==> src/rtl/aip_prefix_sum_slave_if.sv <==
// AIP slave port bundle: enable, strobes, config code and both data directions.
interface aip_prefix_sum_slave_if #(
    parameter int DATA_WORD = 32
);
    logic                 i_en;
    logic [4:0]           i_config;
    logic                 i_read;
    logic                 i_write;
    logic                 i_start;
    logic [DATA_WORD-1:0] i_data_in;
    logic [DATA_WORD-1:0] o_data_out;
    logic                 o_int;

    modport master (
        output i_en, i_config, i_read, i_write, i_start, i_data_in,
        input  o_data_out, o_int
    );

    modport slave (
        input  i_en, i_config, i_read, i_write, i_start, i_data_in,
        output o_data_out, o_int
    );
endinterface

==> src/rtl/aip_prefix_sum_slave.sv <==
// AIP slave that buffers input words and, on start, writes their running sums
// to an output buffer, then raises a level interrupt until cleared.
module aip_prefix_sum_slave #(
    parameter int DATA_WORD = 32,
    parameter int DEPTH     = 16,
    parameter int ADDR_W    = 4
) (
    input  logic                  i_clk,
    input  logic                  i_rst_a,
    aip_prefix_sum_slave_if.slave bus
);
    localparam int LEN_W = ADDR_W + 1;

    localparam logic [4:0] CFG_MEM_IN  = 5'h00;
    localparam logic [4:0] CFG_MEM_OUT = 5'h01;
    localparam logic [4:0] CFG_CONF    = 5'h02;
    localparam logic [4:0] CFG_STATUS  = 5'h03;
    localparam logic [4:0] CFG_ID      = 5'h1E;
    localparam logic [4:0] CFG_CTRL    = 5'h1F;

    localparam logic [31:0] ID_VALUE = 32'hA1B0_0001;

    typedef enum logic [1:0] {IDLE, RUN, DONE} state_t;

    state_t               state;
    logic [ADDR_W-1:0]    wr_ptr;
    logic [ADDR_W-1:0]    rd_ptr;
    logic [ADDR_W-1:0]    idx;
    logic [LEN_W-1:0]     len;
    logic [DATA_WORD-1:0] acc;
    logic                 done;
    logic                 err;
    logic                 irq;
    logic [DATA_WORD-1:0] data_out;

    logic [DATA_WORD-1:0] in_mem  [DEPTH];
    logic [DATA_WORD-1:0] out_mem [DEPTH];

    logic                 busy;
    logic                 mem_in_we;
    logic                 run_step;
    logic                 last_word;
    logic [DATA_WORD-1:0] acc_next;
    logic [DATA_WORD-1:0] rd_data;

    // Zero or oversize lengths fall back to a full-buffer run.
    function automatic logic [LEN_W-1:0] clamp_len(input logic [LEN_W-1:0] raw);
        if (raw == '0 || raw > LEN_W'(DEPTH))
            return LEN_W'(DEPTH);
        return raw;
    endfunction

    assign busy      = (state != IDLE);
    assign mem_in_we = i_rst_a && bus.i_en && bus.i_write && !busy
                       && (bus.i_config == CFG_MEM_IN);
    assign run_step  = i_rst_a && bus.i_en && (state == RUN);
    assign acc_next  = acc + in_mem[idx];
    assign last_word = ({1'b0, idx} == (len - LEN_W'(1)));

    always_comb begin
        rd_data = '0;
        case (bus.i_config)
            CFG_MEM_OUT: rd_data = out_mem[rd_ptr];
            CFG_STATUS:  rd_data = DATA_WORD'({busy, done, err});
            CFG_ID:      rd_data = DATA_WORD'(ID_VALUE);
            default:     rd_data = '0;
        endcase
    end

    // Buffers carry no reset so their contents survive a reset.
    always_ff @(posedge i_clk) begin
        if (mem_in_we)
            in_mem[wr_ptr] <= bus.i_data_in;
        if (run_step)
            out_mem[idx] <= acc_next;
    end

    always_ff @(posedge i_clk) begin
        if (!i_rst_a) begin
            state    <= IDLE;
            wr_ptr   <= '0;
            rd_ptr   <= '0;
            idx      <= '0;
            acc      <= '0;
            len      <= LEN_W'(DEPTH);
            done     <= 1'b0;
            err      <= 1'b0;
            irq      <= 1'b0;
            data_out <= '0;
        end else if (bus.i_en) begin
            if (bus.i_read) begin
                data_out <= rd_data;
                if (bus.i_config == CFG_MEM_OUT)
                    rd_ptr <= rd_ptr + ADDR_W'(1);
            end

            if (bus.i_write) begin
                if (busy) begin
                    if (bus.i_config == CFG_MEM_IN || bus.i_config == CFG_CONF
                        || bus.i_config == CFG_CTRL)
                        err <= 1'b1;
                end else begin
                    case (bus.i_config)
                        CFG_MEM_IN: wr_ptr <= wr_ptr + ADDR_W'(1);
                        CFG_CONF:   len    <= clamp_len(bus.i_data_in[ADDR_W:0]);
                        CFG_CTRL: begin
                            if (bus.i_data_in[0]) begin
                                done <= 1'b0;
                                irq  <= 1'b0;
                            end
                            if (bus.i_data_in[1]) begin
                                err    <= 1'b0;
                                wr_ptr <= '0;
                                rd_ptr <= '0;
                            end
                        end
                        default: ;
                    endcase
                end
            end

            // Start while busy is ignored; in IDLE it also re-arms a finished run.
            case (state)
                IDLE: begin
                    if (bus.i_start) begin
                        state  <= RUN;
                        idx    <= '0;
                        acc    <= '0;
                        rd_ptr <= '0;
                        done   <= 1'b0;
                        irq    <= 1'b0;
                    end
                end
                RUN: begin
                    acc <= acc_next;
                    idx <= idx + ADDR_W'(1);
                    if (last_word)
                        state <= DONE;
                end
                DONE: begin
                    done   <= 1'b1;
                    irq    <= 1'b1;
                    wr_ptr <= '0;
                    state  <= IDLE;
                end
                default: state <= IDLE;
            endcase
        end
    end

    assign bus.o_data_out = data_out;
    assign bus.o_int      = irq;
endmodule

==> src/flat_wrapper.sv <==
// flat-port wrapper written by rule: the top's interface ports become plain ports
module aip_prefix_sum_slave_flat 
#(
    parameter int DATA_WORD = 32,
    parameter int DEPTH     = 16,
    parameter int ADDR_W    = 4
)
  (i_clk, i_rst_a, bus_i_en, bus_i_config, bus_i_read, bus_i_write, bus_i_start, bus_i_data_in, bus_o_data_out, bus_o_int);
  aip_prefix_sum_slave_if #(.DATA_WORD(DATA_WORD)) bus_i ();
  input  logic i_clk;
  input  logic i_rst_a;
  input wire logic [$bits(bus_i.i_en)-1:0] bus_i_en;
  input wire logic [$bits(bus_i.i_config)-1:0] bus_i_config;
  input wire logic [$bits(bus_i.i_read)-1:0] bus_i_read;
  input wire logic [$bits(bus_i.i_write)-1:0] bus_i_write;
  input wire logic [$bits(bus_i.i_start)-1:0] bus_i_start;
  input wire logic [$bits(bus_i.i_data_in)-1:0] bus_i_data_in;
  output wire logic [$bits(bus_i.o_data_out)-1:0] bus_o_data_out;
  output wire logic [$bits(bus_i.o_int)-1:0] bus_o_int;
  assign bus_i.i_en = bus_i_en;
  assign bus_i.i_config = bus_i_config;
  assign bus_i.i_read = bus_i_read;
  assign bus_i.i_write = bus_i_write;
  assign bus_i.i_start = bus_i_start;
  assign bus_i.i_data_in = bus_i_data_in;
  assign bus_o_data_out = bus_i.o_data_out;
  assign bus_o_int = bus_i.o_int;
  aip_prefix_sum_slave #(.DATA_WORD(DATA_WORD), .DEPTH(DEPTH), .ADDR_W(ADDR_W)) u_core (.i_clk(i_clk), .i_rst_a(i_rst_a), .bus(bus_i));
endmodule
==> config.mk <==
export PLATFORM = sky130hd
export DESIGN_NAME = aip_prefix_sum_slave_flat
export DESIGN_NICKNAME = d
export VERILOG_FILES = /design/src/rtl/aip_prefix_sum_slave_if.sv /design/src/rtl/aip_prefix_sum_slave.sv /design/src/flat_wrapper.sv
export SDC_FILE = /design/constraint.sdc
export NUM_CORES = 1
export LEC_CHECK = 0
export ABC_AREA = 1
export ABC_CLOCK_PERIOD_IN_PS = 4510
export CAP_MARGIN = 20
export CELL_PAD_IN_SITES_DETAIL_PLACEMENT = 0
export CELL_PAD_IN_SITES_GLOBAL_PLACEMENT = 1
export CORE_MARGIN = 5
export CORE_UTILIZATION = 45
export CTS_CLUSTER_SIZE = 8
export DETAILED_ROUTE_END_ITERATION = 10
export GPL_TIMING_DRIVEN = 0
export PLACE_DENSITY = 0.81
export REMOVE_ABC_BUFFERS = 1
export SYNTH_ARGS = -nofsm -noshare
export SYNTH_HDL_FRONTEND = slang
export SYNTH_SLANG_ARGS = --single-unit
==> constraint.sdc <==
create_clock -name i_clk -period 4.51 [get_ports i_clk]
set_clock_uncertainty 0.2 [all_clocks]
set_input_delay 1.353 -clock i_clk [delete_from_list [all_inputs] [get_ports i_clk]]
set_output_delay 1.353 -clock i_clk [all_outputs]
set_load 0.01 [all_outputs]
==> impl_metrics.toml, run 1 <==
[status]
status = "complete, no violations"

[pwr]
ir_worst_vdd_mv = 0.316
switchingPower_mw = 4.82
p_int_mw = 18.3
seq_power_share = 0.498
p_leak_nw = 18.1
p_per_area_nw_per_um2 = 431
swShare = 0.208
p_comb_frac = 0.043
clockPowerShare = 0.460

[detailed_routing]
vias = 30200
antenna_left = 0
drcViolationCount = 0
drt-total-wl_um = 118000
via_per_inst = 5.63
first_pass_iters = 6
wl_per_cell_um = 21.9
first_iter_violations = 2887

[global_route]
grt_pass1_vias = 29200
grt_antenna_before_repair = 2
grt_max_degree = 163
grt_pass1_wl_um = 177000
track_usage = 0.213
overflow = 0

[timing]
min_period_ns = 4.28
hold_viol_final = 0
slew_headroom = 0.402
post-route-period-util = 0.949
whs_ns = 0.257
tns_ns = 0
final_max_slew_viol_count = 0
rsz0062_at_grt = "false"
setup-violations-final = 0
tightest_slew_ns = 0.898
clock.fmax_mhz = 234

[logic_synthesis]
synth_ff_type = "edfxtp_1"
ys_ff_latch = 1118
yosysWarnings = 0
synth-async-reset-ratio = 0
synthAdderAreaFrac = 0.0119
synth_area_leader_cell = "edfxtp_1"
syn-cell-area_um2 = 46000
synthMuxAreaShare = 0
synth-simple-area-share = 0.118
synth_top_family_by_area = "compound AO/OA/AOI/OAI gates"
synth_edf_count = 1024
yosysUniqueCellTypes = 48
synth-xor-area-share = 0.00324
yosys-top-cells-area = "edfxtp_1 (67%), nor2_1 (5.7%), o21ai_0 (5.2%)"
synth.yosys.seq_area_share = 0.709
synth_cells = 3827
syn_area_per_cell_um2 = 12.0
synth-compound-area-share = 0.119
synth_top_area_share = 0.668

[clock_network]
cts_max_path_buffers = 3
cts_tree = "built"
numCtsBuffers = 157
cts_sinks = 1118
clk_pin_slew_ns = 0.05
root_buffer = "clkbuf_16"
insertion_delay_ns = 0.73
ctsHoldBuffers = 0
ctsHtreeMaxLevel = 4

[floorplanning]
boundaryPins = 76
std_cell_rows = 117
core-area_um2 = 102000
start_util = 0.453
die_area_um2 = 109000
chipWidth_um = 330
die_h_um = 330

[worst_setup_path]
cp-start-kind = "flip-flop"
crit_buf_inv = 5
cp_cell_sequence = "buf_16 > buf_16 > inv_16 > bufbuf_16 > nor2_2 > o22ai_1 > o211ai_1 > nand2_1 > ha_1 > a21oi_1 > o21ai_0 > a21oi_1 > nand2_1 > xnor2_1 > inv_2"
worstPathMaxFanout = 88
path_class = "reg -> reg"
critPathArrivalTime_ns = 4.50
max_stage_delay_ns = 0.51
path_delay_family = "buffers and inverters"
cp-end-kind = "flip-flop"
cp_slowest_cell = "xnor2_1"
worstPathRequired_ns = 4.73

[finish]
stdcell_count = 5367
drive_gt1_frac = 0.0856
final-seq-area_um2 = 32700
final_util = 0.529
multi_input_area_um2 = 11900
area_growth_pct = 16.8
n_fill_cell = 8489
fin_nets = 3995

[run]
maxCapViolCount = 0

[placement]
place_hpwl_um = 65300
placement.io_buffers = 75
numPlacedInstances = 5104
gp_congestion = 0.865

[worst_hold_path]
hold_path.class = "reg -> reg"
==> synthesized netlist by cell type (all sizes together), types with 4 or more instances <==
master and n:
clkbuf 120, nand3b 4, nand2 423, o22ai 45
o21bai 6, xnor2 14, o221ai 105, a31oi 4
o21ai 540, edfxtp 1024, inv 151, nor2 706
and2 17, buf 108, o211ai 129, ha 42
nand4 7, nor3 15, nand3 168, dfxtp 94
a21oi 85
==> repair_timing <==
item / 4_1_cts / 5_1_grt
hold endpoints to repair: 0 / 0
buffers inserted: 2 / 4
resized for setup: 22 / 10
cloned: 7 / 1
endpoints found under the setup margin: 466 / 385
==> worst reg2reg max path, cell delays in order (launching register included) <==
cell       delay [ns]
dfxtp_4          0.38
buf_16           0.21
buf_16           0.25
inv_16           0.14
bufbuf_16        0.41
nor2_2           0.14
o22ai_1          0.09
o211ai_1         0.15
nand2_1          0.17
ha_1             0.38
a21oi_1          0.21
o21ai_0          0.18
a21oi_1          0.16
nand2_1          0.15
xnor2_1          0.51
inv_2            0.25
==> layer usage <==
metal  GRT usage  part of all wire  up-vias
met2       0.357              0.49     1158
met4      0.0760             0.029        0
met3      0.0326             0.072      243
met5           0                 0        -
met1       0.284              0.41    14800
li1            -                 -    14100
==> kinds of logic after synthesis <==
logic type	count (synthesis)
and+or+nand+nor	1344
DFF	1118
AOI/OAI and AO/OA	925
buffers and inverters	380
adders and majority gates	43
xor gates and xnor gates	17
==> power groups by stage <==
stage	combinational (mW)	clock (mW)	sequential (mW)
after detailed placement	0.919	0	11.7
after global routing	1.08	11.3	11.5
after floorplan	0.503	0	11.7
final	0.984	10.6	11.5
after global placement	0.855	0	11.8
after CTS	0.970	10.8	11.5
==> layout make-up <==
| cell class | instances | area share |
|---|---|---|
| tap | 1368 | 0.0318 |
| inverter | 152 | 0.0113 |
| sequential | 1118 | 0.608 |
| timing repair inverter | 1 | 0.000163 |
| multi-input combinational | 2329 | 0.222 |
| timing repair buffer | 150 | 0.0449 |
| clock inverter | 6 | 0.00119 |
| antenna | 3 | 0.000140 |
| clock buffer | 240 | 0.0813 |
==> path summary, 6_finish.rpt <==
path / start / to / slack (ns) / cells after the start
max reg2reg: flip-flop / u_core.out_mem[6][14] / 0.23 / 15
min: u_core.acc[19] / u_core.acc[19] / 0.26 / 2
max: flip-flop / u_core.out_mem[6][14] / 0.23 / 15
min reg2reg: u_core.acc[19] / u_core.acc[19] / 0.26 / 2
==> state kept, by name, summed over array words and instances, names as in the netlist, named ones only <==
| name | flops |
|---|---|
| u_core.acc | 32 |
| u_core.bus.o_data_out | 32 |
| u_core.bus.o_int | 1 |
| u_core.done | 1 |
| u_core.err | 1 |
| u_core.idx | 4 |
| u_core.in_mem | 512 |
| u_core.len | 5 |
| u_core.out_mem | 512 |
| u_core.rd_ptr | 4 |
| u_core.state | 2 |
| u_core.wr_ptr | 4 |
==> through the flow <==
step	total power, mW	cell area (um^2)	setup WS, ns
final	23.2	53700	0.228
after global routing	23.9	53700	0.0288
after global placement	12.6	47300	-12.13
after floorplan	12.2	44800	-4.41
after detailed placement	12.6	48900	-1.05
after CTS	23.3	53600	0.0147
==> cells in the final DEF, fill, tap and decap left out, drive strengths merged, types with 4 or more instances in the layout <==
| cell | n |
|---|---|
| clkdlybuf4s50 | 75 |
| o211ai | 129 |
| clkbuf | 241 |
| a21oi | 85 |
| ha | 42 |
| edfxtp | 1024 |
| inv | 158 |
| nand4 | 7 |
| nand3 | 168 |
| nand3b | 4 |
| and2 | 17 |
| bufbuf | 6 |
| o221ai | 105 |
| nor2 | 706 |
| o22ai | 45 |
| nand2 | 423 |
| o21ai | 540 |
| dfxtp | 94 |
| nor3 | 15 |
| buf | 68 |
| o21bai | 6 |
| a31oi | 4 |
| xnor2 | 14 |
Note: power is estimated with default switching activity, not from simulation.
==> inputs of run 2 (changes only) <==
--- a/config.mk
+++ b/config.mk
@@ -7,15 +7,14 @@
 export LEC_CHECK = 0
 export ABC_AREA = 1
 export ABC_CLOCK_PERIOD_IN_PS = 4510
-export CAP_MARGIN = 20
 export CELL_PAD_IN_SITES_DETAIL_PLACEMENT = 0
 export CELL_PAD_IN_SITES_GLOBAL_PLACEMENT = 1
 export CORE_MARGIN = 5
-export CORE_UTILIZATION = 45
-export CTS_CLUSTER_SIZE = 8
+export CORE_UTILIZATION = 50
+export CTS_CLUSTER_SIZE = 28
 export DETAILED_ROUTE_END_ITERATION = 10
 export GPL_TIMING_DRIVEN = 0
-export PLACE_DENSITY = 0.81
+export PLACE_DENSITY = 0.88
 export REMOVE_ABC_BUFFERS = 1
 export SYNTH_ARGS = -nofsm -noshare
 export SYNTH_HDL_FRONTEND = slang
==> run 2 against run 1 <==
Against the previous run:
- sequential cell count stayed put
- critical path depth down 9
- cell count is 4.6% lower
- global-route usage up 1.2 points
- non-clock buffer count is 4 lower
- core utilization increased by 4.3 points
- fmax is 0.48% lower
- via count increased by 0.46%
==> impl_metrics.toml, run 2 (synthesis gave the netlist of run 1 again) <==
[floorplanning]
die_h_um = 313
chipWidth_um = 313
core-area_um2 = 91500
start_util = 0.503
std_cell_rows = 111
boundaryPins = 76
die_area_um2 = 98200

[detailed_routing]
wl_per_cell_um = 22.4
antenna_left = 0
via_per_inst = 5.93
drt-total-wl_um = 115000
first_iter_violations = 3534
first_pass_iters = 8
drcViolationCount = 0
vias = 30400

[timing]
slew_headroom = 0.212
min_period_ns = 4.30
hold_viol_final = 0
fin_ws_ns = 0.207
rsz0062_at_grt = "false"
final_max_slew_viol_count = 0
clock.fmax_mhz = 232
tns_ns = 0
setup-violations-final = 0
post-route-period-util = 0.954
tightest_slew_ns = 1.18

[placement]
gp_congestion = 0.902
pre_cts_ws_ns = -1.79
place_area_um2 = 48600
placement.io_buffers = 75
place_hpwl_um = 64000
numPlacedInstances = 4914

[finish]
area_growth_pct = 13.8
layout_commonest_cell = "edfxtp_1"
drive_gt1_frac = 0.0781
fin_nets = 3940
layout_common_cells = "edfxtp_1 (1024), nor2_1 (661), o21ai_0 (476), nand2_1 (421), nand3_1 (166)"
top_regs = "u_core.in_mem (512), u_core.out_mem (512)"
stdcell_count = 5121
fin_area_um2 = 52300

[worst_setup_path]
reg2reg_depth = 16
worstPathRequired_ns = 4.68
cp-start-kind = "primary input"
path_class = "in -> reg"
cp_cell_sequence = "clkdlybuf4s15_2 > nand2_1 > nor2_4 > nand2_1 > nor2_4 > buf_16"
reg2reg_to = "u_core.out_mem[7][13]"
max_stage_delay_ns = 0.81
cp_slowest_cell = "nor2_4"
worstPathMaxFanout = 29
cp-end-kind = "flip-flop"
critPathArrivalTime_ns = 4.47
r2r_setup_slack_ns = 0.25

[pwr]
design_power_total_mw = 21.1
seq_power_share = 0.545
switchingPower_mw = 4.46
p_int_mw = 16.6
swShare = 0.211
p_comb_frac = 0.046
p_leak_nw = 17.5
ir_worst_vdd_mv = 0.373
p_per_area_nw_per_um2 = 403
clockPowerShare = 0.409

[global_route]
grt_antenna_before_repair = 4
grt_pass1_vias = 28700
overflow = 0
grt_pass1_wl_um = 170000
grt_max_degree = 133
track_usage = 0.224

[clock_network]
cts_sinks = 1118
ctsHoldBuffers = 0
cts_max_path_buffers = 3
insertion_delay_ns = 0.69
numCtsBuffers = 105
cts_tree = "built"
clk_pin_slew_ns = 0.06
ctsHtreeMaxLevel = 3
root_buffer = "clkbuf_16"

[worst_hold_path]
hp-start = "u_core.acc[16]"
min_to = "u_core.acc[16]"
hold_path.class = "reg -> reg"
whs_path_depth = 2

[run]
maxCapViolCount = 0

[status]
status = "complete, no violations"
## run 2: cell count changes in the layout (fill, tap and decap cells not counted), sizes merged
cell,before,now
bufbuf,6,2
inv,158,156
clkdlybuf4s15,0,1
bufinv,0,9
buf,68,66
clkinv,1,34
clkdlybuf4s50,75,74
clkinvlp,0,4
clkbuf,241,140
diode,3,2
## run 2: area by class of cell
cell class                 instances  area (um^2)
fill                            7110        39200
sequential                      1118        32700
multi-input combinational       2329        11900
clock buffer                     137         2820
timing repair buffer             146         2310
tap                             1186         1480
inverter                         152          634
clock inverter                    49          523
timing repair inverter             2         20.0
antenna                            2         5.00
## run 2: through the flow
step	utilization	hold WS, ns
floorplan	-	0.233
global placement	0.514	0.242
detailed placement	0.531	0.249
CTS	0.570	0.261
global route	0.572	0.277
finish	0.572	0.262
## run 2: worst max-delay path, delay by kind of cell
| kind | cells | cell delay, ns |
|---|---|---|
| AND/OR/NAND/NOR | 4 | 2.13 |
| buffers and inverters | 2 | 0.93 |
## run 2: routing by layer
layer | GRT usage | vias up | routed length [um]
li1 | - | 13900 | -
met1 | 0.298 | 14900 | 45600
met2 | 0.382 | 1318 | 56100
met3 | 0.0398 | 251 | 9130
met4 | 0.0656 | 2 | 3660
met5 | 0 | - | 13
## run 2: worst max-delay path by stage
stage / startpoint / to
final: i_rst_a / u_core.out_mem[11][10]
after detailed placement: i_rst_a / u_core.out_mem[11][10]
after global routing: flip-flop / u_core.out_mem[4][28]
after CTS: flip-flop / u_core.out_mem[5][31]
after floorplan: flip-flop / u_core.out_mem[0][12]
after global placement: flip-flop / u_core.bus.o_data_out[12]
## run 2: power by group through the flow
stage,clock network (mW),registers (mW),logic [mW]
6_report,8.64,11.5,0.971
5_1_grt,9.21,11.5,1.06
4_1_cts,8.73,11.5,0.931
3_5_place_dp,0,11.7,0.888
3_3_place_gp,0,11.8,0.842
2_1_floorplan,0,11.7,0.503
## run 2: repair_timing
action / 4_1_cts / 5_1_grt
cloned: 3 / 3
pin swaps: 0 / 0
buffers inserted: 4 / 9
endpoints found under the setup margin: 981 / 376
resized for setup: 25 / 8
